[config.mk]
export PLATFORM = sky130hd
export DESIGN_NAME = cdp1802_dma_responder_flat
export DESIGN_NICKNAME = d
export VERILOG_FILES = /design/src/rtl/cdp1802_pkg.sv /design/src/rtl/cdp1802_dma_responder_if.sv /design/src/rtl/cdp1802_cycle_timer.sv /design/src/rtl/cdp1802_dma_responder.sv /design/src/flat_wrapper.sv
export SDC_FILE = /design/constraint.sdc
export NUM_CORES = 1
export LEC_CHECK = 0
export ABC_AREA = 1
export CAP_MARGIN = 0
export CORE_AREA = 2 2 76 78
export DETAILED_ROUTE_END_ITERATION = 16
export DIE_AREA = 0 0 78 80
export GPL_TIMING_DRIVEN = 0
export MAX_ROUTING_LAYER = met4
export PLACE_DENSITY = 0.85
export SLEW_MARGIN = 10
export SYNTH_ARGS = -nofsm -noshare
export SYNTH_HDL_FRONTEND = slang
export SYNTH_SLANG_ARGS = --single-unit
[constraint.sdc]
create_clock -name clk -period 4.35 [get_ports clk]
set_input_delay 1.305 -clock clk [delete_from_list [all_inputs] [get_ports clk]]
set_output_delay 1.305 -clock clk [all_outputs]
set_load 0.01 [all_outputs]
[src/rtl/cdp1802_pkg.sv]
// Shared CDP1802 definitions: state codes, responder states and bus-cycle timing defaults.
package cdp1802_pkg;

  localparam logic [1:0] SC_FETCH = 2'b00;
  localparam logic [1:0] SC_EXEC  = 2'b01;
  localparam logic [1:0] SC_DMA   = 2'b10;
  localparam logic [1:0] SC_INT   = 2'b11;

  localparam int TICKS_PER_CYCLE_DEF = 8;

  typedef enum logic [1:0] {
    IDLE = 2'd0,
    DMA  = 2'd1,
    INT  = 2'd2
  } resp_state_t;

  // Tick counters are never narrower than 3 bits so the core and responder share one width.
  function automatic int tick_width(input int ticks);
    int w;
    w = $clog2(ticks);
    return (w < 3) ? 3 : w;
  endfunction

endpackage

[src/rtl/cdp1802_dma_responder_if.sv]
// Bus between the DMA/INT responder and the CPU core, RAM and pixie.
interface cdp1802_dma_responder_if;

  logic        dma_out_n;
  logic        int_req;
  logic        ie;
  logic        r0_load;
  logic [15:0] r0_wdata;
  logic [7:0]  mem_data;
  logic [1:0]  SC;
  logic [15:0] mem_addr;
  logic        mem_rd;
  logic [7:0]  data_out;
  logic        data_valid;
  logic [15:0] r0;
  logic        hold_cpu;
  logic        int_ack;
  logic        ie_clear;

  modport slave (
    input  dma_out_n, int_req, ie, r0_load, r0_wdata, mem_data,
    output SC, mem_addr, mem_rd, data_out, data_valid, r0, hold_cpu, int_ack, ie_clear
  );

  modport master (
    output dma_out_n, int_req, ie, r0_load, r0_wdata, mem_data,
    input  SC, mem_addr, mem_rd, data_out, data_valid, r0, hold_cpu, int_ack, ie_clear
  );

endinterface

[src/rtl/cdp1802_cycle_timer.sv]
// Machine-cycle tick counter: counts enabled bus clocks and flags the last tick of each cycle.
module cdp1802_cycle_timer
  import cdp1802_pkg::*;
#(
  parameter int TICKS_PER_CYCLE = TICKS_PER_CYCLE_DEF,
  parameter int TICK_W          = tick_width(TICKS_PER_CYCLE)
) (
  input  logic              clk,
  input  logic              reset,
  input  logic              clk_enable,
  output logic [TICK_W-1:0] tick,
  output logic              boundary
);

  localparam logic [TICK_W-1:0] LAST_TICK = TICK_W'(TICKS_PER_CYCLE - 1);

  always_ff @(posedge clk or posedge reset) begin
    if (reset) begin
      tick <= '0;
    end else if (clk_enable) begin
      tick <= boundary ? '0 : tick + 1'b1;
    end
  end

  assign boundary = (tick == LAST_TICK);

endmodule

[src/rtl/cdp1802_dma_responder.sv]
// CPU-side responder for pixie DMA-out and interrupt requests: inserts S2/S3 cycles,
// fetches display bytes through R0 and holds the core while it owns the bus.
module cdp1802_dma_responder
  import cdp1802_pkg::*;
#(
  parameter int          TICKS_PER_CYCLE = TICKS_PER_CYCLE_DEF,
  parameter int          DATA_TICK       = 5,
  parameter logic [15:0] R0_RESET        = 16'h0000
) (
  input logic                    clk,
  input logic                    reset,
  input logic                    clk_enable,
  cdp1802_dma_responder_if.slave bus
);

  localparam int              TW     = tick_width(TICKS_PER_CYCLE);
  localparam logic [TW-1:0]   DATA_T = TW'(DATA_TICK);

  logic [TW-1:0] tick;
  logic          boundary;

  resp_state_t   state;
  resp_state_t   state_nxt;
  logic          phase;
  logic [15:0]   r0;
  logic [15:0]   r0_nxt;
  logic [15:0]   mem_addr;
  logic [7:0]    data_out;
  logic          data_valid;
  logic [1:0]    sc;
  logic          hold_cpu;
  logic          mem_rd;
  logic          int_ack;
  logic          capture;

  cdp1802_cycle_timer #(
    .TICKS_PER_CYCLE (TICKS_PER_CYCLE),
    .TICK_W          (TW)
  ) u_timer (
    .clk        (clk),
    .reset      (reset),
    .clk_enable (clk_enable),
    .tick       (tick),
    .boundary   (boundary)
  );

  always_ff @(posedge clk or posedge reset) begin
    if (reset) begin
      state <= IDLE;
    end else if (clk_enable) begin
      state <= state_nxt;
    end
  end

  // Requests are only looked at on the last tick; DMA always wins over INT.
  always_comb begin
    state_nxt = state;
    if (boundary) begin
      unique case (state)
        INT: state_nxt = !bus.dma_out_n ? DMA : IDLE;
        default: begin
          if (!bus.dma_out_n)            state_nxt = DMA;
          else if (bus.int_req && bus.ie) state_nxt = INT;
          else                           state_nxt = IDLE;
        end
      endcase
    end
  end

  always_comb begin
    sc       = phase ? SC_EXEC : SC_FETCH;
    hold_cpu = 1'b0;
    mem_rd   = 1'b0;
    int_ack  = 1'b0;
    unique case (state)
      DMA: begin
        sc       = SC_DMA;
        hold_cpu = 1'b1;
        mem_rd   = (tick != '0) && (tick <= DATA_T);
      end
      INT: begin
        sc       = SC_INT;
        hold_cpu = 1'b1;
        int_ack  = (tick == '0);
      end
      default: ;
    endcase
  end

  // A load coinciding with the IDLE->DMA boundary becomes the first DMA address.
  always_comb begin
    r0_nxt = r0;
    if (state == IDLE && bus.r0_load) begin
      r0_nxt = bus.r0_wdata;
    end else if (state == DMA && boundary) begin
      r0_nxt = r0 + 16'd1;
    end
  end

  assign capture = (state == DMA) && (tick == DATA_T);

  always_ff @(posedge clk or posedge reset) begin
    if (reset) begin
      r0         <= R0_RESET;
      mem_addr   <= '0;
      data_out   <= '0;
      data_valid <= 1'b0;
      phase      <= 1'b0;
    end else if (clk_enable) begin
      r0         <= r0_nxt;
      data_valid <= capture;
      if (capture) begin
        data_out <= bus.mem_data;
      end
      if (boundary && state_nxt == DMA) begin
        mem_addr <= r0_nxt;
      end
      // Fetch/execute alternates only across uninterrupted idle cycles; a stolen cycle restarts at fetch.
      if (boundary) begin
        phase <= (state == IDLE && state_nxt == IDLE) ? ~phase : 1'b0;
      end
    end
  end

  assign bus.SC         = sc;
  assign bus.mem_addr   = mem_addr;
  assign bus.mem_rd     = mem_rd;
  assign bus.data_out   = data_out;
  assign bus.data_valid = data_valid;
  assign bus.r0         = r0;
  assign bus.hold_cpu   = hold_cpu;
  assign bus.int_ack    = int_ack;
  assign bus.ie_clear   = int_ack;

endmodule

[src/flat_wrapper.sv]
// flat-port wrapper written by rule: the top's interface ports become plain ports
module cdp1802_dma_responder_flat import cdp1802_pkg::*;
#(
  parameter int          TICKS_PER_CYCLE = TICKS_PER_CYCLE_DEF,
  parameter int          DATA_TICK       = 5,
  parameter logic [15:0] R0_RESET        = 16'h0000
)
  (clk, reset, clk_enable, bus_dma_out_n, bus_int_req, bus_ie, bus_r0_load, bus_r0_wdata, bus_mem_data, bus_SC, bus_mem_addr, bus_mem_rd, bus_data_out, bus_data_valid, bus_r0, bus_hold_cpu, bus_int_ack, bus_ie_clear);
  cdp1802_dma_responder_if bus_i ();
  input logic clk;
  input logic reset;
  input logic clk_enable;
  input wire logic [$bits(bus_i.dma_out_n)-1:0] bus_dma_out_n;
  input wire logic [$bits(bus_i.int_req)-1:0] bus_int_req;
  input wire logic [$bits(bus_i.ie)-1:0] bus_ie;
  input wire logic [$bits(bus_i.r0_load)-1:0] bus_r0_load;
  input wire logic [$bits(bus_i.r0_wdata)-1:0] bus_r0_wdata;
  input wire logic [$bits(bus_i.mem_data)-1:0] bus_mem_data;
  output wire logic [$bits(bus_i.SC)-1:0] bus_SC;
  output wire logic [$bits(bus_i.mem_addr)-1:0] bus_mem_addr;
  output wire logic [$bits(bus_i.mem_rd)-1:0] bus_mem_rd;
  output wire logic [$bits(bus_i.data_out)-1:0] bus_data_out;
  output wire logic [$bits(bus_i.data_valid)-1:0] bus_data_valid;
  output wire logic [$bits(bus_i.r0)-1:0] bus_r0;
  output wire logic [$bits(bus_i.hold_cpu)-1:0] bus_hold_cpu;
  output wire logic [$bits(bus_i.int_ack)-1:0] bus_int_ack;
  output wire logic [$bits(bus_i.ie_clear)-1:0] bus_ie_clear;
  assign bus_i.dma_out_n = bus_dma_out_n;
  assign bus_i.int_req = bus_int_req;
  assign bus_i.ie = bus_ie;
  assign bus_i.r0_load = bus_r0_load;
  assign bus_i.r0_wdata = bus_r0_wdata;
  assign bus_i.mem_data = bus_mem_data;
  assign bus_SC = bus_i.SC;
  assign bus_mem_addr = bus_i.mem_addr;
  assign bus_mem_rd = bus_i.mem_rd;
  assign bus_data_out = bus_i.data_out;
  assign bus_data_valid = bus_i.data_valid;
  assign bus_r0 = bus_i.r0;
  assign bus_hold_cpu = bus_i.hold_cpu;
  assign bus_int_ack = bus_i.int_ack;
  assign bus_ie_clear = bus_i.ie_clear;
  cdp1802_dma_responder #(.TICKS_PER_CYCLE(TICKS_PER_CYCLE), .DATA_TICK(DATA_TICK), .R0_RESET(R0_RESET)) u_core (.clk(clk), .reset(reset), .clk_enable(clk_enable), .bus(bus_i));
endmodule
# Yosys cells after proc, flatten, opt, wreduce, memory -nomap -nowiden

Index checks and enable logic that the tools add are counted.

Output and inout port bits: 47
Bits in registers: 47
ROM bits: 0
Bits in latches: 0
Bits of input ports: 31
Memories: 0
Word-level logic and storage cells: 45
RAM bits: 0

Multiplexer cells: 14
Eq/ne operators: 5
$add $sub $neg: 2
Order comparisons: 1
Divide/modulo/power cells: 0
Reduce and logical (&&, ||, !) cells: 15
Shifts and indexed selects: 0
Multiply operators: 0
Bitwise gates (word level): 1

Operators with widths:

| cell                  | count |
|---|---|
| $mux 16               | 2 |
| $add 16x1->16 const B | 1 |
| $mux 2                | 4 |
| $logic_and 1x1->1     | 7 |
| $eq 3x3->1 const B    | 2 |
| $mux 1                | 6 |
| $reduce_and 2->1      | 3 |
| $eq 2x1->1 const B    | 2 |
| $logic_not 2->1       | 2 |
| $pmux 2 s2            | 1 |
| $add 3x1->3 const B   | 1 |
| $le 3x3->1 const B    | 1 |
| $logic_not 3->1       | 1 |
| $mux 3                | 1 |
| $reduce_bool 3->1     | 1 |
| $eq 2x2->1 const B    | 1 |
| $reduce_or 2->1       | 1 |
| $not 1->1             | 1 |

# Depth between registers and ports, before layout

Gate-level depths: netlist of run 1.

Depth in word-level cells: 8
Mapped depth: 12
Gate-level depth less buffers: 12

# By module

A second synthesis of run 1 with hierarchy kept.

Cell total of the unflattened synthesis: 326
Area, all modules: 2533.7 µm²

By module, submodules not included:

| module                | times used | area an instance (µm²) | cells an instance | seq. area each (µm²) |
|---|---|---|---|---|
| cdp1802_dma_responder | 1          | 2388.5                 | 309               | 1101.1 |
| cdp1802_cycle_timer   | 1          | 145.1                  | 17                | 75.1 |

# Worst setup path before layout of run 1

OpenSTA, ideal clock, no wires.

Kind: register -> output
Start point: register u_core.state[1]
End point: output port bus_SC[0]
Required time: 3045 ps
Path buffers: 0
Arrival: 1076 ps
Slack: 1969 ps
Cell stages (with the launch flop): 4
Cells stage by stage: dfrtp_1 > inv_1 > ha_1 > o21ai_0

Cells in the longest elaborated chain, start to end: 2
Elaborated cells between the ends (all ways): 3
Those cells by class: eq/ne (2); mux (1)

Ends and longest elaborated chain:

| item                                     | RTL line                    | RTL |
|---|---|---|
| start, declared                          | cdp1802_dma_responder.sv:22 | `resp_state_t state;` |
| start signal, assigned                   | cdp1802_dma_responder.sv:51 | `state <= state_nxt;` |
| $eq 2x2->1 or $eq 2x1->1 (tied branches) | cdp1802_dma_responder.sv:75 | `unique case (state)` |
| $pmux 2 s2 (*)                           | cdp1802_dma_responder.sv:75 |  |
| end, declared                            | flat_wrapper.sv:19          | `output wire logic [$bits(bus_i.SC)-1:0] bus_SC;` |

Mark *: on every way between the ends. The rest lies on a longest branch, timed or not.

# Worst setup path in the final report of run 1

Same ends and word-level chain as after synthesis.

==> impl.org, run 1 <==
** Cells and area
- Nets :: 470
- Synth-to-layout area growth :: 37.9%
- Filler cell count :: 456
- Antenna diode count :: 0
- Final Util :: 66.4%
- Fraction of layout cells with a size suffix above 1 :: a little under a tenth
- The finished layout holds slightly above 500 standard cells, fillers aside.

** Drt
- Router iterations before antenna repair :: 4
- The count of nets left with antenna violations once routing finished came out at 0.
- In the routed design, unresolved DRC markers number 0.
- Routed WL :: around 7000 um
- Via density :: between 5 and 6
- Vias after detailed routing :: between 2000 and 3000
- After detailed routing, the average wire length per cell comes to 14.0 um.
- The detailed router finished its first iteration with 144 violations.

** Yosys
- Top FF cell, synth :: sky130_fd_sc_hd__dfrtp_1
- Number of warnings printed during yosys synthesis :: 0
- Post-synthesis share of cell area spent on xor and xnor gates :: under 10%
- Area share of the leading cell type in the synthesized netlist :: between 40% and 50%
- After synthesis the cells add up to about 2600 sq um.
- Count of flip-flops with a built-in enable after synthesis :: 0
- Largest area contributor in the netlist :: sky130_fd_sc_hd__dfrtp_1
- Synth Area per Inst :: 7.52 sq um
- Synthesis handed over a netlist of roughly 350 instances.
- After synthesis, the largest family of logic cells by area is simple AND/OR/NAND/NOR gates.
- Complex-gate fraction of the synthesized area :: 6.88%
- Share of synthesized registers carrying an async set or reset :: between 90% and 100%
- Summing the sequential cell areas from Yosys gives approximately 45% of the chip area.
- Summing the areas of all and, or, nand and nor instances in the mapped netlist gives 36.0% of the synthesized area.
- The number of nets handed over by synthesis was roughly 390.
- Adder-cell share of the synthesized area :: under 10%
- Count of different cell masters after synthesis :: 30
- Post-synthesis register bit count :: 47
- Share of synthesized area spent on multiplexers :: 0%
- Leading post-synthesis cells by cell area :: sky130_fd_sc_hd__dfrtp_1, sky130_fd_sc_hd__nand2_1, sky130_fd_sc_hd__nand3_1

** Floorplan
- In this run the standard cell core region covers 5410 sq um.
- From bottom edge to top edge, the die measures 80 um.
- Starting utilization of the core area :: between 40% and 50%
- 78 I/O pins were placed.
- The floorplan has 27 rows.
- The floorplan step defined a die boundary enclosing between 6000 and 7000 sq um.
- Die boundary width :: around 80 um

** Power and ir drop
- Peak supply drop :: 0.000425 V
- The completed layout was analyzed and its total power is roughly 2.2 mW.
- Power density over the cells :: 625 nW/um^2
- Static leakage :: roughly 1.8 nW

** Timing
- Number of failing setup endpoints in the final timing report :: 0
- Maximum operating frequency :: 314 MHz
- On the final layout, the worst clock skew is around 0.011 ns.
- Setup repair after global routing left no endpoint under its margin.
- Hold Violations, Final :: 0
- Setup TNS Final :: 0 ns
- Hold_ws :: ~0.5 ns
- At the pin with the least slew margin, the transition time is about 0.5 ns.
- The clock period could shrink to between 3 and 4 ns.
- Measured against its own limit, the worst slew margin works out to 66.7%.
- Of the available clock period, the critical path in the final layout requires about three quarters.
- Final number of max-transition violations :: 0

** Setup path
- Worst path bufs/invs :: 2
- Maximum fanout along the worst path :: 4
- The largest single stage delay on the critical path is approximately 0.56 ns.
- WP data required :: between 3 and 4 ns
- Worst Path Class, Setup :: flip-flop to output port
- Grouping stages by cell kind, the critical path spends the most delay in buffers and inverters.
- STA classifies the critical path endpoint as an output port.
- Worst path cell trace :: inv_1 -> ha_1 -> o21ai_0 -> clkdlybuf4s50_1
- For the worst setup path, the data arrival time is about 1.9 ns.
- Among all stages on the critical path, the largest delay is contributed by sky130_fd_sc_hd__clkdlybuf4s50_1.
- The worst setup path is launched from a flip-flop.

** Job
- Max-cap violations in this run came to 0.

** Placed design
- DP Cell Count :: slightly below 500
- Detailed placement ended at an HPWL of between 5000 and 6000 um.
- At the end of routability-driven placement, the weighted congestion stood at just over 0.9.
- The count of buffers added on input and output ports is 76.

** Global route
- The number of global-route vias before repair is around 2500.
- Global routing finished with a remaining overflow of 0.
- Largest net degree at the start of global routing :: 38
- Wire length of the first global-routing pass :: between 10000 and 15000 um
- The initial antenna violation count is 0.
- Total routing resource utilization after global routing :: about a quarter

** CTS
- For the worst-skew pair, the clock arrives at the later sink with an insertion delay of ~0.31 ns.
- In this run, CTS created clock tree buffers numbering 5.
- The clock tree synthesis step divided the H-tree into 2 levels.
- Post-CTS repair changed the size of 0 cells.
- Clock transition at path regs :: ~0.10 ns
- Clock buffer depth :: 2
- Counting every sink on the clock net gives between 40 and 50.
- Buffers inserted to repair hold after CTS numbered 0.
- CTS placed an instance of sky130_fd_sc_hd__clkbuf_8 at the clock tree root.
- TritonCTS built the clock tree.
- Post-CTS setup buffer count :: 0

** Run status
- Run status :: completed

** Hold path
- The min-delay analysis places its worst path in the category flip-flop to flip-flop.
-- synth_stat cells, types with 2 or more instances --
library cell               instances
sky130_fd_sc_hd__o21ai_1           2
sky130_fd_sc_hd__nand4_1           2
sky130_fd_sc_hd__inv_2             3
sky130_fd_sc_hd__nor2_2            2
sky130_fd_sc_hd__nand3_1          27
sky130_fd_sc_hd__or2_2             9
sky130_fd_sc_hd__buf_4             5
sky130_fd_sc_hd__o21bai_1          5
sky130_fd_sc_hd__nand2_1         151
sky130_fd_sc_hd__o22ai_1           2
sky130_fd_sc_hd__buf_1             2
sky130_fd_sc_hd__a21oi_1           3
sky130_fd_sc_hd__buf_2             2
sky130_fd_sc_hd__nor2_4            2
sky130_fd_sc_hd__ha_1              9
sky130_fd_sc_hd__nand2_2           2
sky130_fd_sc_hd__xor2_1            3
sky130_fd_sc_hd__inv_1            24
sky130_fd_sc_hd__nor2_1           16
sky130_fd_sc_hd__o21ai_0          18
sky130_fd_sc_hd__nand2_4           2
sky130_fd_sc_hd__dfrtp_1          47
-- stage by stage --
| step | setup WS, ns | cell area (sq um) |
|---|---|---|
| after floorplan | 1.93 | 2600 |
| after global placement | 0.975 | 3450 |
| after detailed placement | 1.49 | 3470 |
| after CTS | 1.15 | 3590 |
| after global routing | 1.12 | 3590 |
| final | 1.17 | 3590 |
-- flip-flops by register name, indices dropped and copies added, names as in the netlist --
signal / count
u_core.bus.data_valid: 1
u_core.bus.data_out: 8
u_core.state: 2
u_core.phase: 1
u_core.u_timer.tick: 3
u_core.bus.r0: 16
u_core.bus.mem_addr: 16
-- layout make-up --
type	instances	area, sq um	share of cell area, %
inverter	28	105	2.93
multi-input combinational	261	1260	35.2
buffer	10	58.8	1.64
clock buffer	5	68.8	1.92
tap	72	90.1	2.51
timing repair buffer	77	781	21.7
clock inverter	3	47.5	1.32
sequential	47	1180	32.8
-- path summary, 6_finish.rpt --
kind | slack [ns] | startpoint | cells after the start | end
setup / recovery | 1.17 | u_core.state[1]$_DFFE_PP0P_ | 4 | bus_SC[0]
setup reg to reg | 2.38 | u_core.u_timer.tick[0]$_DFFE_PP0P_ | 7 | u_core.state[0]$_DFFE_PP0P_
hold reg to reg | 0.49 | u_core.bus.data_out[3]$_DFFE_PP0P_ | 2 | u_core.bus.data_out[3]$_DFFE_PP0P_
min in group asynchronous | 1.22 | reset | 2 | u_core.bus.mem_addr[15]$_DFFE_PP0P_
max in group asynchronous | 2.66 | reset | 3 | u_core.bus.mem_addr[12]$_DFFE_PP0P_
hold / removal | 0.49 | u_core.bus.data_out[3]$_DFFE_PP0P_ | 2 | u_core.bus.data_out[3]$_DFFE_PP0P_
-- worst reg2reg max path: cells and delay by family, from the launching register on --
family / cells / cell delay (ns)
AO/OA/AOI/OAI: 1 / 0.14
AND/OR/NAND/NOR: 2 / 0.26
flip-flops: 1 / 0.44
buffers and inverters: 2 / 0.47
adder cells (fa/ha/maj): 2 / 0.53
-- cells in the final DEF, fill, tap and decap left out, types with 2 or more instances in the layout --
master and n:
sky130_fd_sc_hd__o21bai_1 5, sky130_fd_sc_hd__nand2_4 2, sky130_fd_sc_hd__o21ai_0 18, sky130_fd_sc_hd__inv_1 23
sky130_fd_sc_hd__buf_1 2, sky130_fd_sc_hd__clkdlybuf4s50_1 76, sky130_fd_sc_hd__o22ai_1 2, sky130_fd_sc_hd__dfrtp_1 47
sky130_fd_sc_hd__nand3_1 27, sky130_fd_sc_hd__a21oi_1 3, sky130_fd_sc_hd__buf_4 5, sky130_fd_sc_hd__o21ai_1 2
sky130_fd_sc_hd__buf_2 2, sky130_fd_sc_hd__inv_2 4, sky130_fd_sc_hd__nand2_1 151, sky130_fd_sc_hd__or2_2 9
sky130_fd_sc_hd__nor2_4 2, sky130_fd_sc_hd__xor2_1 3, sky130_fd_sc_hd__nor2_2 2, sky130_fd_sc_hd__clkbuf_8 5
sky130_fd_sc_hd__nand2_2 2, sky130_fd_sc_hd__nand4_1 2, sky130_fd_sc_hd__ha_1 9, sky130_fd_sc_hd__nor2_1 16
-- cells by family after synthesis --
group                    count (synthesis)
adder cells (fa/ha/maj)                  9
AND/OR/NAND/NOR                        216
buffers and inverters                   38
flip-flops                              47
AO/OA/AOI/OAI                           32
XOR/XNOR                                 4
-- routing by layer --
| metal | global-route usage (%) | wire length [um] | vias to the layer above |
|---|---|---|---|
| met2 | 40.3 | 3420 | 87 |
| met4 | 10.0 | 125 | 0 |
| met3 | 4.98 | 459 | 13 |
| li1 | - | - | 1254 |
| met1 | 30.2 | 3010 | 1197 |
| met5 | - | 0 | - |
-- report_power, final --
group	leakage (nW)	internal, mW	switching [mW]
logic	1.11	0.566	0.532
clock network	0.0587	0.174	0.167
registers	0.607	0.625	0.180
Note: power is estimated with default switching activity, not from simulation.
==> run 2: changes to the inputs <==
--- a/config.mk
+++ b/config.mk
@@ -7,12 +7,12 @@
 export LEC_CHECK = 0
 export ABC_AREA = 1
 export CAP_MARGIN = 0
-export CORE_AREA = 2 2 76 78
+export CORE_AREA = 2 2 81 83
 export DETAILED_ROUTE_END_ITERATION = 16
-export DIE_AREA = 0 0 78 80
+export DIE_AREA = 0 0 83 85
 export GPL_TIMING_DRIVEN = 0
 export MAX_ROUTING_LAYER = met4
-export PLACE_DENSITY = 0.85
+export PLACE_DENSITY = 0.79
 export SLEW_MARGIN = 10
 export SYNTH_ARGS = -nofsm -noshare
 export SYNTH_HDL_FRONTEND = slang
==> constraint.sdc (replaced) <==
create_clock -name clk -period 2.7 [get_ports clk]
set_input_delay 0.81 -clock clk [delete_from_list [all_inputs] [get_ports clk]]
set_output_delay 0.81 -clock clk [all_outputs]
set_load 0.01 [all_outputs]
==> run 2 against run 1 <==
Against the previous run:
- final cell count grew 0.99%
- final area rose by 0.38%
- hold slack better by 0.00069 ns
- via count is 1.9% lower
- non-clock buffer count unchanged
- critical path type unchanged
==> impl.org, run 2 (same netlist as run 1, synthesis figures left out) <==
** Run status
- Run status :: completed (unchanged)

** Timing
- The worst path uses a little over nine tenths of the clock period.
- Subtracting the final worst setup slack from the clock period gives between 2 and 3 ns.
- Unrepaired setup endpoints after global routing :: no (unchanged)
- The worst relative slew slack was 60.4% (was 66.7%).
- The number of slew-limit violations in the final report was 0 (unchanged).
- The slew at the pin closest to its max-slew limit came to 0.593 ns (was 0.499 ns).
- Hold_ws :: 0.487 ns (was 0.486 ns)
- The worst-case setup margin in the final layout was 0.101 ns (was 1.17 ns).
- The final number of hold-violating endpoints is 0 (unchanged).
- Number of failing setup endpoints in the final timing report :: 0 (unchanged)
- For this run, the top clock speed supported by timing is between 300 and 400 MHz.
- The clock skew came to 0.0131 ns (was 0.0115 ns).

** CTS
- Post-CTS setup buffer count :: 0 (unchanged)
- The CTS buffer count was 5 (unchanged).
- Clock transition at path regs :: 0.10 ns (about the same)
- The root buffer cell is sky130_fd_sc_hd__clkbuf_8 (unchanged).
- Number of H-tree levels :: 2 (unchanged)
- Number of clock sinks :: 47 (unchanged)
- The insertion delay of the later-clocked pin in the worst-skew pair was 0.32 ns (was 0.31 ns).
- Clock buffer depth :: 2 (unchanged)
- CTS tree :: done (unchanged)

** Setup path
- Maximum fanout along the worst path :: 4 (unchanged)
- Worst path cell trace: inv_1 -> ha_2 -> nand2_1 -> nor2_1 -> clkdlybuf4s50_1 (was inv_1 -> ha_1 -> o21ai_0 -> clkdlybuf4s50_1).
- The biggest cell delay along the critical path was 0.54 ns (was 0.56 ns).
- WP data required :: 1.89 ns (was 3.04 ns)
- The classification of the worst setup path is flip-flop to output port (unchanged).
- Nature of the critical path endpoint :: output port (unchanged)
- CP Data Arrival Time :: 1.79 ns (was 1.88 ns)
- The startpoint kind of the worst setup timing path is a flip-flop (unchanged).
- The internal reg-to-reg setup slack came to 0.77 ns (was 2.38 ns).
- Slowest CP cell :: sky130_fd_sc_hd__clkdlybuf4s50_1 (unchanged)

** Floorplan
- Floorplan die area :: 7060 sq um (was 6240 sq um)
- Die boundary width :: 83 um (was 78 um)
- The row count came to 29 (was 27).
- I/O pins :: 78 (unchanged)
- The area of the core is 6200 sq um (was 5410 sq um).
- Height of the die :: 85 um (was 80 um)
- The starting utilization of the core area was 41.9% (was 48.1%).

** Hold path
- Type of the most critical hold path :: flip-flop to flip-flop (unchanged)

** Global route
- Largest net degree at the start of global routing :: 31 (was 38)
- The number of global-route vias before repair came to 2497 (was 2535).
- The overall fraction of global-route tracks in use is 20.9% (was 24.7%).
- Overall overflow remaining after global route :: 0 (unchanged)
- Antenna violations before repair :: 0 (unchanged)
- Wire length of the first global-routing pass :: 11500 um (was 11800 um)

** Drt
- The routed wire length came to 6880 um (was 7020 um).
- Via density :: 4.93 (was 5.07)
- DRC violation count after routing :: 0 (unchanged)
- Post-DRT Antenna Nets :: 0 (unchanged)
- The number of detailed-routing iterations run before antenna repair came to 4 (unchanged).
- The average wire per standard cell is 13.5 um (was 14.0 um).
- Vias after detailed routing :: 2502 (was 2551)
- The number of design-rule violations left by the first detailed-router iteration is 220 (was 144).

** Cells and area
- Antenna diode count :: 0 (unchanged)
- Synth-to-layout area growth :: 38.5% (was 37.9%)
- Top library cells by usage in the layout, fill and taps aside: sky130_fd_sc_hd__nand2_1, sky130_fd_sc_hd__clkdlybuf4s50_1, sky130_fd_sc_hd__dfrtp_1, sky130_fd_sc_hd__nand3_1, sky130_fd_sc_hd__inv_1 (unchanged).
- Fraction of layout cells with a size suffix above 1 :: 9.98% (was 9.05%)
- Most common library cell in the layout ignoring fill and taps :: sky130_fd_sc_hd__nand2_1 (unchanged)
- Largest registers: u_core.bus.mem_addr x16, u_core.bus.r0 x16, u_core.bus.data_out x8 (unchanged).
- The filler cell count in the final layout came to 552 (was 456).
- The net total in the final layout is 470 (unchanged).

** Power and ir drop
- The leakage power was 1.78 nW (was 1.77 nW).
- Peak supply drop :: 0.000609 V (was 0.000425 V)
- The areal power density over the cells came to 1000 nW/um^2 (was 625 nW/um^2).

** Placed design
- The total of buffers placed on input and output ports is 76 (unchanged).
- Pre-CTS setup slack :: 0.291 ns (was 1.49 ns)
- The post-detailed-placement half-perimeter wirelength came to 5110 um (was 5100 um).
- The final weighted congestion in routability-driven placement is 0.855 (was 0.919).

** Job
- The reported max-cap violation count is 0 (unchanged).
==> run 2: report_power, final <==
part           leakage, nW  total [mW]  switching [mW]  internal [mW]
registers            0.607        1.31           0.302           1.01
clock network       0.0587       0.541           0.260          0.281
logic                 1.12        1.75           0.843          0.909
==> run 2: final timing paths <==
kind | from | end | depth (start not counted)
setup / recovery | u_core.state[1]$_DFFE_PP0P_ | bus_mem_rd | 5
hold / removal | u_core.bus.data_out[0]$_DFFE_PP0P_ | u_core.bus.data_out[0]$_DFFE_PP0P_ | 2
setup reg to reg | u_core.u_timer.tick[0]$_DFFE_PP0P_ | u_core.state[0]$_DFFE_PP0P_ | 7
hold reg to reg | u_core.bus.data_out[0]$_DFFE_PP0P_ | u_core.bus.data_out[0]$_DFFE_PP0P_ | 2
max in group asynchronous | reset | u_core.bus.r0[4]$_DFFE_PP0P_ | 3
min in group asynchronous | reset | u_core.bus.mem_addr[14]$_DFFE_PP0P_ | 2
==> run 2: timing repair <==
item | CTS | global route
setup endpoints to repair | 0 | 3
hold buffers | 0 | 0
resized for setup | 0 | 5
==> run 2: layout make-up <==
type / instances / area [sq um] / area share (%)
plain buffers: 10 / 58.8 / 1.63
clock buffers: 5 / 68.8 / 1.91
repair buffers: 77 / 783 / 21.7
multi-input cells: 261 / 1270 / 35.2
flip-flops and latches: 47 / 1180 / 32.6
inverters: 28 / 105 / 2.92
well taps: 77 / 96.3 / 2.67
clock inverters: 3 / 47.5 / 1.32
==> run 2: through the flow <==
stage               utilization, %  cell area [sq um]  setup TNS [ns]  total power, mW  cells
floorplan                        -               2600               0             2.15    346
global placement              55.8               3460           -8.17             3.00    499
detailed placement            56.1               3480               0             3.05    500
CTS                           58.0               3600               0             3.61    508
global route                  58.1               3600               0             3.89    508
finish                        58.1               3600               0             3.60    508
==> run 2: per-layer routing <==
layer,vias to the layer above,global-route usage [%],wire (um)
li1,1249,-,-
met1,1166,26.6,3110
met2,75,33.3,3210
met3,12,4.47,420
met4,0,7.15,140
met5,-,-,0
==> run 2: worst max-delay path, delay by kind of cell, from the launching register on <==
kind,cells,cell delay [ns]
buf+inv,2,0.67
flops,1,0.41
fa+ha+maj,1,0.24
simple gates,2,0.16
